--- config.mk ---
export PLATFORM = sky130hd
export DESIGN_NAME = button_conditioner
export DESIGN_NICKNAME = d
export VERILOG_FILES = /design/src/rtl/button_conditioner.sv
export SDC_FILE = /design/constraint.sdc
export NUM_CORES = 1
export LEC_CHECK = 0
export ABC_AREA = 1
export BUFFER_PORTS_ARGS = -buffer_cell sky130_fd_sc_hd__buf_4
export CAP_MARGIN = 20
export CORE_AREA = 2 2 234 236
export DETAILED_ROUTE_END_ITERATION = 8
export DIE_AREA = 0 0 236 238
export HOLD_SLACK_MARGIN = 0.06
export PLACE_DENSITY = 0.56
export SKIP_LAST_GASP = 1
export SYNTH_ARGS = -nofsm -noshare
export SYNTH_HDL_FRONTEND = slang
export SYNTH_SLANG_ARGS = --single-unit
--- constraint.sdc ---
create_clock -name clk -period 13.57 [get_ports clk]
set_input_delay 0 -clock clk [delete_from_list [all_inputs] [get_ports clk]]
set_output_delay 0 -clock clk [all_outputs]
set_load 0.005 [all_outputs]
--- src/rtl/button_conditioner.sv ---
// Purpose : five-button front end; two-flop sync, per-bit debounce, press pulses,
//           up/down auto-repeat and a single long-press pulse on mid.
// Latency : level/press follow a clean raw step by DEBOUNCE_CYCLES+2 clk edges.
//           No backpressure: every output is a free-running level or single-cycle pulse.
//
// Ports:
//   clk      system clock
//   rst      asynchronous reset, active-high
//   btn_raw  raw buttons {down, up, left, right, mid}, asynchronous to clk
//   level    debounced levels, same bit order
//   press    one-cycle pulse per debounced press; up/down also pulse on auto-repeat
//   long_mid one-cycle pulse once mid has been held LONG_CYCLES cycles
module button_conditioner #(
    parameter int unsigned DEBOUNCE_CYCLES = 1000000,
    parameter int unsigned REPEAT_DELAY    = 50000000,
    parameter int unsigned REPEAT_PERIOD   = 10000000,
    parameter int unsigned LONG_CYCLES     = 100000000,
    parameter int unsigned CNT_W           = 28
) (
    input  logic       clk,
    input  logic       rst,
    input  logic [4:0] btn_raw,
    output logic [4:0] level,
    output logic [4:0] press,
    output logic       long_mid
);

    localparam logic [CNT_W-1:0] DB_LAST = CNT_W'(DEBOUNCE_CYCLES - 1);
    localparam logic [CNT_W-1:0] RD_LAST = CNT_W'(REPEAT_DELAY - 1);
    localparam logic [CNT_W-1:0] RP_LAST = CNT_W'(REPEAT_PERIOD - 1);
    localparam logic [CNT_W-1:0] LG_LAST = CNT_W'(LONG_CYCLES - 1);
    localparam logic [CNT_W-1:0] CNT_ONE = CNT_W'(1);

    typedef enum logic [1:0] {REP_IDLE, REP_DELAY, REP_REPEAT} rep_state_t;
    typedef enum logic [1:0] {LNG_IDLE, LNG_COUNT, LNG_DONE} lng_state_t;

    logic [4:0] s1;
    logic [4:0] s2;
    logic [4:0] db_done;   // debounce terminal count reached this edge: level toggles
    logic [4:0] rise;
    logic [4:0] fall;
    logic [1:0] rep_fire;  // {down, up} auto-repeat pulse due this edge

    // Two-flop synchronizer for all five buttons.
    always_ff @(posedge clk or posedge rst) begin
        if (rst) begin
            s1 <= '0;
            s2 <= '0;
        end else begin
            s1 <= btn_raw;
            s2 <= s1;
        end
    end

    // Per-bit debounce: count consecutive cycles of disagreement between the
    // synchronized input and the accepted level; any agreement restarts the count.
    for (genvar i = 0; i < 5; i++) begin : g_db
        logic [CNT_W-1:0] cnt;
        logic             lvl;

        always_ff @(posedge clk or posedge rst) begin
            if (rst) begin
                cnt <= '0;
                lvl <= 1'b0;
            end else if (s2[i] == lvl) begin
                cnt <= '0;
            end else if (cnt == DB_LAST) begin
                cnt <= '0;
                lvl <= ~lvl;
            end else begin
                cnt <= cnt + CNT_ONE;
            end
        end

        assign level[i]   = lvl;
        assign db_done[i] = (s2[i] != lvl) && (cnt == DB_LAST);
    end

    assign rise = db_done & ~level;
    assign fall = db_done & level;

    // Auto-repeat for up (bit 3) and down (bit 4). The FSM is entered on the
    // same edge that raises level, so the delay is measured from the press pulse.
    for (genvar k = 0; k < 2; k++) begin : g_rep
        localparam int B = 3 + k;
        rep_state_t       state;
        logic [CNT_W-1:0] rcnt;

        // A release on the same edge as a due repeat wins: no pulse.
        assign rep_fire[k] = !fall[B] &&
                             (((state == REP_DELAY)  && (rcnt == RD_LAST)) ||
                              ((state == REP_REPEAT) && (rcnt == RP_LAST)));

        always_ff @(posedge clk or posedge rst) begin
            if (rst) begin
                state <= REP_IDLE;
                rcnt  <= '0;
            end else if (fall[B]) begin
                state <= REP_IDLE;
                rcnt  <= '0;
            end else begin
                case (state)
                    REP_IDLE: begin
                        if (rise[B]) begin
                            state <= REP_DELAY;
                            rcnt  <= '0;
                        end
                    end
                    REP_DELAY: begin
                        if (rcnt == RD_LAST) begin
                            state <= REP_REPEAT;
                            rcnt  <= '0;
                        end else begin
                            rcnt <= rcnt + CNT_ONE;
                        end
                    end
                    REP_REPEAT: begin
                        if (rcnt == RP_LAST) begin
                            rcnt <= '0;
                        end else begin
                            rcnt <= rcnt + CNT_ONE;
                        end
                    end
                    default: begin
                        state <= REP_IDLE;
                        rcnt  <= '0;
                    end
                endcase
            end
        end
    end

    // Press pulses coincide with the cycle in which level first reads high.
    always_ff @(posedge clk or posedge rst) begin
        if (rst) begin
            press <= '0;
        end else begin
            press <= rise | {rep_fire, 3'b000};
        end
    end

    // Long press on mid: fires once per hold, re-armed only by a release.
    lng_state_t       lng_state;
    logic [CNT_W-1:0] lcnt;

    always_ff @(posedge clk or posedge rst) begin
        if (rst) begin
            lng_state <= LNG_IDLE;
            lcnt      <= '0;
            long_mid  <= 1'b0;
        end else begin
            long_mid <= 1'b0;
            if (fall[0]) begin
                lng_state <= LNG_IDLE;
                lcnt      <= '0;
            end else begin
                case (lng_state)
                    LNG_IDLE: begin
                        if (rise[0]) begin
                            lng_state <= LNG_COUNT;
                            lcnt      <= '0;
                        end
                    end
                    LNG_COUNT: begin
                        if (lcnt == LG_LAST) begin
                            long_mid  <= 1'b1;
                            lng_state <= LNG_DONE;
                            lcnt      <= '0;
                        end else begin
                            lcnt <= lcnt + CNT_ONE;
                        end
                    end
                    LNG_DONE: begin
                        lng_state <= LNG_DONE;
                    end
                    default: begin
                        lng_state <= LNG_IDLE;
                        lcnt      <= '0;
                    end
                endcase
            end
        end
    end

endmodule

==> metrics, run 1 <==
Placed Cells 2921; Period minus WS final 2.51 ns; post-place instance area 0.0167 mm²; Root Driver clkbuf_16; Post-synth EDFFs 0; area leader, netlist dfrtp_1; drt via density 4.82; Hold Slack 0.112 ns; Ys Warns 0; CP max-delay cell nor2_1; Peak VDD IR 0.0629 mV; status finished, final reports clean; TritonCTS clock tree built; kind of critical path flip-flop to flip-flop; most common cell in the netlist nand2_1; GR Util All Layers 14.3%; Slew HR 38.5%; Synth top area share 39.4%; pin slew with the least headroom to its limit 0.922 ns; Max Buffers Root-to-Sink 3; met3 usage 2.24%; vias in the first global route 14100; hold endpoint s1[1]$_DFF_PP0_; prevailing post-synth register cell dfrtp_1; flops & latches, synth 251; unrepaired setup endpoints after global routing false; worst hold path cell count 2; R2R cell count 10; fin cells 2985; row cnt 85; P_leak 7.38 nW; share of layout cells above drive strength 1 8.69%; Syn Area/Cell 7.11 µm²; DIE AREA 0.0562 mm²; final setup margin 11.06 ns; first-pass GRT wire length 68200 µm; kind of cell adding the most delay to the critical path simple AND/OR/NAND/NOR gates; Final Cell Area 0.0178 mm²; FFs w/ async S/R, synth 100%; # H-tree levels 2; crit end category flip-flop; Mapped Area 0.0159 mm²; largest net degree at the start of global routing 113; worst hold path class input pin to flip-flop; Gate Count Post-Synth 2243; worst-path fanout max 36; Max Cap Viol 0; synth unique cells 49; Initial Utilization 29.8%; PD cells 93.3 mW/mm²; worst hold start btn_raw[1]; worst r2r src g_db[0].lvl$_DFFE_PP0N_; Post-Place Setup Slack 11.05 ns; initial antenna violation count 0; GPL Wtd Cong 0.913; Die Y 238 µm; Port Buf Inserts 17; # clock sinks 251; Final TNS setup 0 ns; period utilisation layout 18.5%; Critical Path RT 13.99 ns; met1 Usage GRT 18.9%; routed vias 14400; IO Pins 18; Seq/Total Area, Yosys 39.4%; Antenna Cells 0; Die Span X 236 µm; Post-DP HPWL 28200 µm; Fin. Hold Viols 0; synthesis-to-layout area growth 11.7%; ANT nets after route 0; GRT met2 Usage 23.8%; worst stage delay on the critical path 0.65 ns; total core area 0.0535 mm²; synth cell count leaders nand2_1 (572), nor2_1 (374), dfrtp_1 (251); CP cell instances inv_1, nor2_1, nor2_1, inv_2, nand3_1, nand2_2, nand2_4, clkinv_4, nand3_1, nand2_1; synth top area cells dfrtp_1 (39%), nand2_1 (13%), nor2_1 (8.8%), inv_1 (5.7%), nand3_1 (5.0%); r2r endpoint lcnt[20]$_DFFE_PP0P_; drt first-iter violations 1057; Startpoint Class flip-flop; R2R Setup Slk 11.06 ns; grt total ovfl 0; final setup vio count 0; GRT busiest layer met2; Skew-Pair Late Insertion Delay 0.54 ns; DR pass1 iterations 5; syn_nets 2271; detailed-route DRC error count 0; total CTS buffers 35; Buf/Inv on CP 3; clk_skew 0.0217 ns; Detailed Route WL 39600 µm; Arr. time, crit path 2.93 ns; highest clock rate 398 MHz; Slew Limit Fails 0; clock-pin slew on the worst setup and hold paths 0.05 ns; WL per Instance 13.3 µm; Final Net Count 2296
[power by group]
part	leakage (nW)	switching [mW]	internal [mW]
clock	0.525	0.346	0.519
sequential	3.47	0.00475	0.754
combinational	3.39	0.0291	0.00833
total	7.38	0.380	1.28
[state kept, by name, indices dropped and copies added, names as in the netlist]
| register | flops |
|---|---|
| g_db.cnt | 140 |
| g_rep.rcnt | 56 |
| s1 | 5 |
| press | 5 |
| long_mid | 1 |
| lng_state | 2 |
| s2 | 5 |
| g_rep.state | 4 |
| lcnt | 28 |
| g_db.lvl | 5 |
[layout make-up]
type                            count  area (µm²)
Clock buffer                       49         978
Multi-Input combinational cell   1683        8360
Tap cell                          696         871
Fill cell                        5711       35700
Inverter                          272        1040
Sequential cell                   251        6280
Clock inverter                      9        77.6
Timing Repair Buffer               25         203
[layout by cell type, fill, tap and decap left out, types with 15 or more instances in the layout]
cell type / count
a21oi_1: 50
buf_4: 19
clkbuf_16: 35
dfrtp_1: 251
ha_1: 21
inv_1: 243
inv_2: 19
nand2_1: 572
nand2_2: 23
nand3_1: 158
nand3_2: 23
nand4_1: 79
nor2_1: 374
nor2_2: 28
nor3_1: 114
nor3b_1: 15
nor4_1: 33
o21ai_0: 17
o21ai_1: 24
xnor2_1: 18
xor2_1: 72
[worst max-delay path by stage]
| stage | end | startpoint | depth (start not counted) | slack (ns) |
|---|---|---|---|---|
| floorplan | g_db[0].cnt[0]$_DFF_PP0_ | rst | 1 | 6.67 |
| global placement | lcnt[21]$_DFFE_PP0P_ | g_db[0].lvl$_DFFE_PP0N_ | 10 | 11.10 |
| detailed placement | lcnt[20]$_DFFE_PP0P_ | g_db[0].lvl$_DFFE_PP0N_ | 10 | 11.05 |
| CTS | lcnt[20]$_DFFE_PP0P_ | g_db[0].lvl$_DFFE_PP0N_ | 10 | 11.05 |
| global route | lcnt[27]$_DFFE_PP0P_ | g_db[0].lvl$_DFFE_PP0N_ | 10 | 10.72 |
| finish | lcnt[20]$_DFFE_PP0P_ | g_db[0].lvl$_DFFE_PP0N_ | 10 | 11.06 |
[layer usage]
| metal | vias up | part of all wire, % |
|---|---|---|
| met5 | - | 0 |
| met4 | 0 | 2.3 |
| met3 | 69 | 4.5 |
| met2 | 307 | 46 |
| met1 | 6754 | 47 |
| li1 | 7269 | - |
[cell families (layout without fill, tap and decap cells)]
group | count (synthesis) | count (layout) | synth area share (%)
flip-flops | 251 | 251 | 39.4
adder cells (fa/ha/maj) | 21 | 21 | 1.65
AO/OA/AOI/OAI | 105 | 105 | 3.53
AND/OR/NAND/NOR | 1467 | 1467 | 42.3
XOR/XNOR | 90 | 90 | 4.94
buffers and inverters | 309 | 355 | 8.18
[what timing repair did]
item	CTS	global route
setup buffers	0	0
hold buffers	6	0
resized for setup	0	0
endpoints found under the setup margin	0	0
hold endpoints to repair	115	0
[metrics by stage]
stage	util (%)	total power, mW
2_1_floorplan	-	0.797
3_3_place_gp	31.2	0.809
3_5_place_dp	31.2	0.810
4_1_cts	33.3	1.70
5_1_grt	33.3	1.73
6_report	33.3	1.66
No activity file was read; power rests on OpenSTA's default activity.
==> run 2: changes to the inputs <==
--- a/config.mk
+++ b/config.mk
@@ -12,7 +12,7 @@
 export DETAILED_ROUTE_END_ITERATION = 8
 export DIE_AREA = 0 0 236 238
 export HOLD_SLACK_MARGIN = 0.06
-export PLACE_DENSITY = 0.56
+export PLACE_DENSITY = 0.57
 export SKIP_LAST_GASP = 1
 export SYNTH_ARGS = -nofsm -noshare
 export SYNTH_HDL_FRONTEND = slang
==> constraint.sdc (replaced) <==
create_clock -name clk -period 2.3 [get_ports clk]
set_input_delay 0 -clock clk [delete_from_list [all_inputs] [get_ports clk]]
set_output_delay 0 -clock clk [all_outputs]
set_load 0.005 [all_outputs]
==> metrics, run 2 (same netlist as run 1, synthesis figures left out) <==
status finished, final reports clean; storage element area 0.00628 mm²; Detailed Route WL 39500 µm; Power Total 9.74 mW; hold endpoint s2[1]$_DFF_PP0_; Largest Register g_db.cnt; worst hold start s1[1]$_DFF_PP0_; Placed Cells 2949; Critical Path RT 2.83 ns; CP cell instances ha_1, nand3_2, inv_1, nand2_1, nor2_1, nand2_1, nor2_1, nand3_1, nand2_1, nand2_1, nor2_1; most common cell after layout, fill and taps aside nand2_1; worst-path fanout max 5; detailed-route DRC error count 0; drt first-iter violations 933; crit-path most repeated cell nand2_1; worst r2r src g_rep[0].rcnt[0]$_DFFE_PP0P_; Sw Share 23.2%; P_leak 7.56 nW; Root Driver clkbuf_16; GR Util All Layers 14.2%; period utilisation layout 91.1%; # H-tree levels 1; Port Buf Inserts 17; kind of cell adding the most delay to the critical path simple AND/OR/NAND/NOR gates; Multi-input gate area 0.00840 mm²; clock-pin slew on the worst setup and hold paths 0.06 ns; Fin. Hold Viols 0; PD cells 536 mW/mm²; fin cells 3021; max reg flops 140; Antenna Cells 0; grt total ovfl 0; share of layout cells above drive strength 1 10.1%; commonest non-fill, non-tap cells in the layout nand2_1 (572), nor2_1 (373), dfrtp_1 (251); routed vias 14500; clock share of power 51.6%; IO Pins 18; Max Buffers Root-to-Sink 3; DIE AREA 0.0562 mm²; highest clock rate 477 MHz; worst stage delay on the critical path 0.39 ns; unrepaired setup endpoints after global routing false; Post-Place Setup Slack 0.135 ns; Worst Setup SP g_rep[0].rcnt[0]$_DFFE_PP0P_; P_int 7.48 mW; kind of critical path flip-flop to flip-flop; first-pass GRT wire length 68200 µm; CP max-delay cell dfrtp_1; ANT nets after route 0; row cnt 85; Final Net Count 2328; Period minus WS final 2.10 ns; Peak VDD IR 0.591 mV; Hold Slack 0.342 ns; Seq pwr share 45.9%; Post-DP HPWL 29000 µm; Die Span X 236 µm; r2r endpoint g_rep[0].rcnt[22]$_DFFE_PP0P_; Slew Limit Fails 0; # clock sinks 251; Arr. time, crit path 2.62 ns; worst hold path class flip-flop to flip-flop; total CTS buffers 31; TritonCTS clock tree built; final core utilization 33.9%; clk_skew 0.0123 ns; R2R Setup Slk 0.20 ns; crit end category flip-flop; final setup vio count 0; Startpoint Class flip-flop; GPL Wtd Cong 0.915; Max Cap Viol 0; R2R cell count 11; Die Y 238 µm; initial antenna violation count 0; Initial Utilization 29.8%; total core area 0.0535 mm²; DR pass1 iterations 5; FILL cells 5666; synthesis-to-layout area growth 13.8%; drt via density 4.80; Psw 2.26 mW; Slew HR 52.0%; Comb pwr share 2.5%; Buf/Inv on CP 1; Skew-Pair Late Insertion Delay 0.59 ns; vias in the first global route 14000; WL per Instance 13.1 µm; pin slew with the least headroom to its limit 0.714 ns; final setup margin 0.205 ns; worst hold path cell count 0; top flop regs g_db.cnt x140, g_rep.rcnt x56, lcnt x28; largest net degree at the start of global routing 83
## run 2: cell types whose count changed in the layout (fill, tap and decap cells not counted), moves of 2 or more
cell | before | now
clkinv_4 | 2 | 4
bufinv_16 | 1 | 3
buf_12 | 0 | 3
clkbuf_16 | 35 | 31
clkinvlp_4 | 0 | 5
buf_4 | 19 | 45
clkbuf_1 | 9 | 6
dlygate4sd3_1 | 6 | 12
## run 2: worst max-delay path by stage
stage / depth (start not counted) / endpoint / slack [ns]
2_1_floorplan: 1 / g_db[0].cnt[0]$_DFF_PP0_ / -1.00
3_3_place_gp: 10 / g_rep[0].rcnt[4]$_DFFE_PP0P_ / 0.23
3_5_place_dp: 10 / g_rep[0].rcnt[5]$_DFFE_PP0P_ / 0.14
4_1_cts: 10 / g_rep[0].rcnt[5]$_DFFE_PP0P_ / 0.12
5_1_grt: 10 / g_rep[0].rcnt[5]$_DFFE_PP0P_ / 0.006
6_report: 11 / g_rep[0].rcnt[22]$_DFFE_PP0P_ / 0.20
## run 2: repair_timing
item	4_1_cts	5_1_grt
resized for setup	0	5
hold buffers	12	0
endpoints found under the setup margin	0	21
endpoints found under the hold margin	256	0
setup buffers	0	1
## run 2: layout make-up
cell class,instances,share of cell area (%)
Multi-Input combinational cell,1684,46.3
Tap cell,696,4.80
Clock buffer,41,4.70
Inverter,272,5.73
Sequential cell,251,34.6
Clock inverter,17,1.07
Timing Repair Buffer,60,2.85
## run 2: stage by stage
stage / cell area [µm²] / TNS (ns)
2_1_floorplan: 16000 / -251.42
3_3_place_gp: 16900 / 0
3_5_place_dp: 16900 / 0
4_1_cts: 18100 / 0
5_1_grt: 18200 / 0
6_report: 18200 / 0
## run 2: routing by layer
layer	up-vias	track usage, %	wire length, µm
met2	281	23.4	17900
met4	0	3.40	839
met1	6835	19.6	19100
li1	7332	-	-
met5	-	0	0
met3	58	2.01	1660
## run 2: power groups by stage
stage                     Sequential (mW)  Combinational (mW)  Clock (mW)
after floorplan                      4.55               0.153           0
after global placement               4.55               0.233           0
after detailed placement             4.55               0.236           0
after CTS                            4.47               0.252        5.17
after global routing                 4.48               0.282        5.37
final                                4.47               0.240        5.02
==> run 3: changes to the inputs <==
--- a/config.mk
+++ b/config.mk
@@ -5,14 +5,12 @@
 export SDC_FILE = /design/constraint.sdc
 export NUM_CORES = 1
 export LEC_CHECK = 0
-export ABC_AREA = 1
 export BUFFER_PORTS_ARGS = -buffer_cell sky130_fd_sc_hd__buf_4
 export CAP_MARGIN = 20
-export CORE_AREA = 2 2 234 236
+export CORE_AREA = 2 2 213 215
 export DETAILED_ROUTE_END_ITERATION = 8
-export DIE_AREA = 0 0 236 238
+export DIE_AREA = 0 0 215 217
 export HOLD_SLACK_MARGIN = 0.06
-export PLACE_DENSITY = 0.57
 export SKIP_LAST_GASP = 1
 export SYNTH_ARGS = -nofsm -noshare
 export SYNTH_HDL_FRONTEND = slang
==> metrics, run 3 <==
status complete, but fails checks; failing checks negative setup slack; # H-tree levels 1; kind of critical path flip-flop to flip-flop; Die Span X 215 µm; vias in the first global route 11100; synth cell count leaders dfrtp_1 (251), nor2_1 (217), nand2_1 (111); Post-DP HPWL 19800 µm; Ys Warns 0; top flop regs g_db.cnt x140, g_rep.rcnt x56, lcnt x28; Slew HR 50.4%; GPL Wtd Cong 0.826; Skew-Pair Late Insertion Delay 0.57 ns; worst r2r src g_rep[0].rcnt[22]$_DFFE_PP0P_; highest clock rate 388 MHz; P_leak 7.37 nW; post-place instance area 0.0153 mm²; pin slew with the least headroom to its limit 0.735 ns; Max Buffers Root-to-Sink 3; grt total ovfl 0; final setup margin -0.276 ns; clock-pin slew on the worst setup and hold paths 0.06 ns; most common cell in the netlist dfrtp_1; initial antenna violation count 0; Multi-input gate area 0.00721 mm²; Mapped Area 0.0131 mm²; Final TNS setup -15.68 ns; prevailing post-synth register cell dfrtp_1; worst hold path class input pin to flip-flop; total CTS buffers 30; TritonCTS clock tree built; Final Cell Area 0.0178 mm²; Detailed Route WL 31600 µm; unrepaired setup endpoints after global routing true; synth unique cells 67; DR pass1 iterations 5; Seq pwr share 42.9%; drt first-iter violations 548; Slew Limit Fails 0; share of layout cells above drive strength 1 24.6%; Arr. time, crit path 3.03 ns; DIE AREA 0.0467 mm²; synth top area cells dfrtp_1 (48%), nor2_1 (6.2%), xor2_1 (5.5%), xnor2_1 (4.9%), nand3_1 (3.4%); final setup vio count 86; period utilisation layout 112%; Initial Utilization 29.4%; Gate Count Post-Synth 1405; area leader, netlist dfrtp_1; Root Driver clkbuf_16; GR Util All Layers 13.3%; crit end category flip-flop; IO Pins 18; Seq/Total Area, Yosys 47.8%; Antenna Cells 0; worst hold start btn_raw[2]; routed vias 11100; drt via density 4.97; Peak VDD IR 0.529 mV; storage element area 0.00628 mm²; worst-path fanout max 5; clock share of power 54.7%; FFs w/ async S/R, synth 100%; PD cells 587 mW/mm²; Sw Share 20.5%; Fin. Hold Viols 0; Final Net Count 1637; Worst Setup SP g_rep[0].rcnt[22]$_DFFE_PP0P_; Psw 2.14 mW; Post-Place Setup Slack -0.324 ns; Period minus WS final 2.58 ns; total core area 0.0447 mm²; Port Buf Inserts 17; commonest non-fill, non-tap cells in the layout dfrtp_1 (251), nor2_1 (206), buf_4 (162); row cnt 78; synthesis-to-layout area growth 35.3%; largest net degree at the start of global routing 82; detailed-route DRC error count 0; P_int 8.30 mW; first-pass GRT wire length 53500 µm; # clock sinks 251; clk_skew 0.0203 ns; FILL cells 4356; Largest Register g_db.cnt; flops & latches, synth 251; Critical Path RT 2.76 ns; Die Y 217 µm; Synth top area share 47.8%; WL per Instance 14.1 µm; Syn Area/Cell 9.35 µm²; syn_nets 1433; Startpoint Class flip-flop; Comb pwr share 2.4%; Post-synth EDFFs 0; Max Cap Viol 0; most common cell after layout, fill and taps aside dfrtp_1; ANT nets after route 0; max reg flops 140
[run 3: cell types whose count changed after synthesis, moves of 23 or more]
cell / change
nor2_1: -157
nor3_1: -75
nor2_2: -27
xnor2_1: +55
nand2_2: -23
nand3_1: -69
inv_1: -191
nand2_1: -461
a21oi_1: -27
o21ai_0: +36
nand3_2: -23
nand4_1: -31
[run 3: repair_timing]
action                     CTS  global route
gates cloned                10             4
hold buffers                 8             0
setup endpoints to repair  117            95
hold endpoints to repair   253             0
buffers inserted            16            12
pin swaps                   41            38
gates resized for setup     89            84
[run 3: final timing paths]
kind | end | slack (ns) | depth (start not counted)
max in group asynchronous | g_db[1].cnt[9]$_DFF_PP0_ | 0.80 | 5
setup reg to reg | g_rep[0].rcnt[14]$_DFFE_PP0P_ | -0.28 | 7
setup / recovery | g_rep[0].rcnt[14]$_DFFE_PP0P_ | -0.28 | 7
min in group asynchronous | s1[3]$_DFF_PP0_ | 0.65 | 4
hold reg to reg | s2[4]$_DFF_PP0_ | 0.35 | 0
hold / removal | s1[2]$_DFF_PP0_ | 0.09 | 2
[run 3: through the flow]
stage,std cells,utilization (%),hold slack [ns],power (mW)
2_1_floorplan,1405,-,0.0314,4.70
5_1_grt,2232,39.8,0.0808,10.8
3_3_place_gp,2130,34.3,0.110,4.78
6_report,2232,39.8,0.0860,10.4
3_5_place_dp,2130,34.3,0.111,4.79
4_1_cts,2218,38.5,0.0643,10.6
[run 3: power by group through the flow]
stage	registers, mW	logic [mW]	clock network, mW
5_1_grt	4.48	0.285	6.04
4_1_cts	4.47	0.259	5.85
3_5_place_dp	4.55	0.240	0
6_report	4.47	0.247	5.71
2_1_floorplan	4.55	0.145	0
3_3_place_gp	4.55	0.233	0
[run 3: critical path: stages, from the launching register on]
cell	delay, ns
dfrtp_1	0.37
or4b_1	0.51
or3_4	0.38
o41a_1	0.37
buf_4	0.16
o211a_4	0.28
a21o_1	0.17
a22o_1	0.22
[run 3: layout make-up]
class	count	share of cell area [%]
clock inverters	13	1.66
flip-flops and latches	251	35.3
well taps	600	4.22
repair buffers	222	11.9
multi-input cells	1051	40.6
clock buffers	42	5.16
inverters	53	1.14
[run 3: cells by family after synthesis]
| kind of cell | Yosys count | share of synthesized area, % |
|---|---|---|
| AND/OR/NAND/NOR | 680 | 26.2 |
| flip-flops | 251 | 47.8 |
| AO/OA/AOI/OAI | 182 | 9.48 |
| XOR/XNOR | 155 | 10.3 |
| buffers and inverters | 106 | 3.34 |
| adder cells (fa/ha/maj) | 21 | 2.00 |
| multiplexers | 10 | 0.810 |
[run 3: routing by layer]
layer / up-vias / routed length (µm) / GRT usage [%] / share of wire [%]
met5: - / 0 / 0 / 0
met4: 0 / 790 / 3.61 / 2.5
met3: 52 / 1200 / 2.22 / 3.8
met2: 185 / 14900 / 22.0 / 47
met1: 5476 / 14700 / 18.1 / 47
li1: 5384 / - / - / -
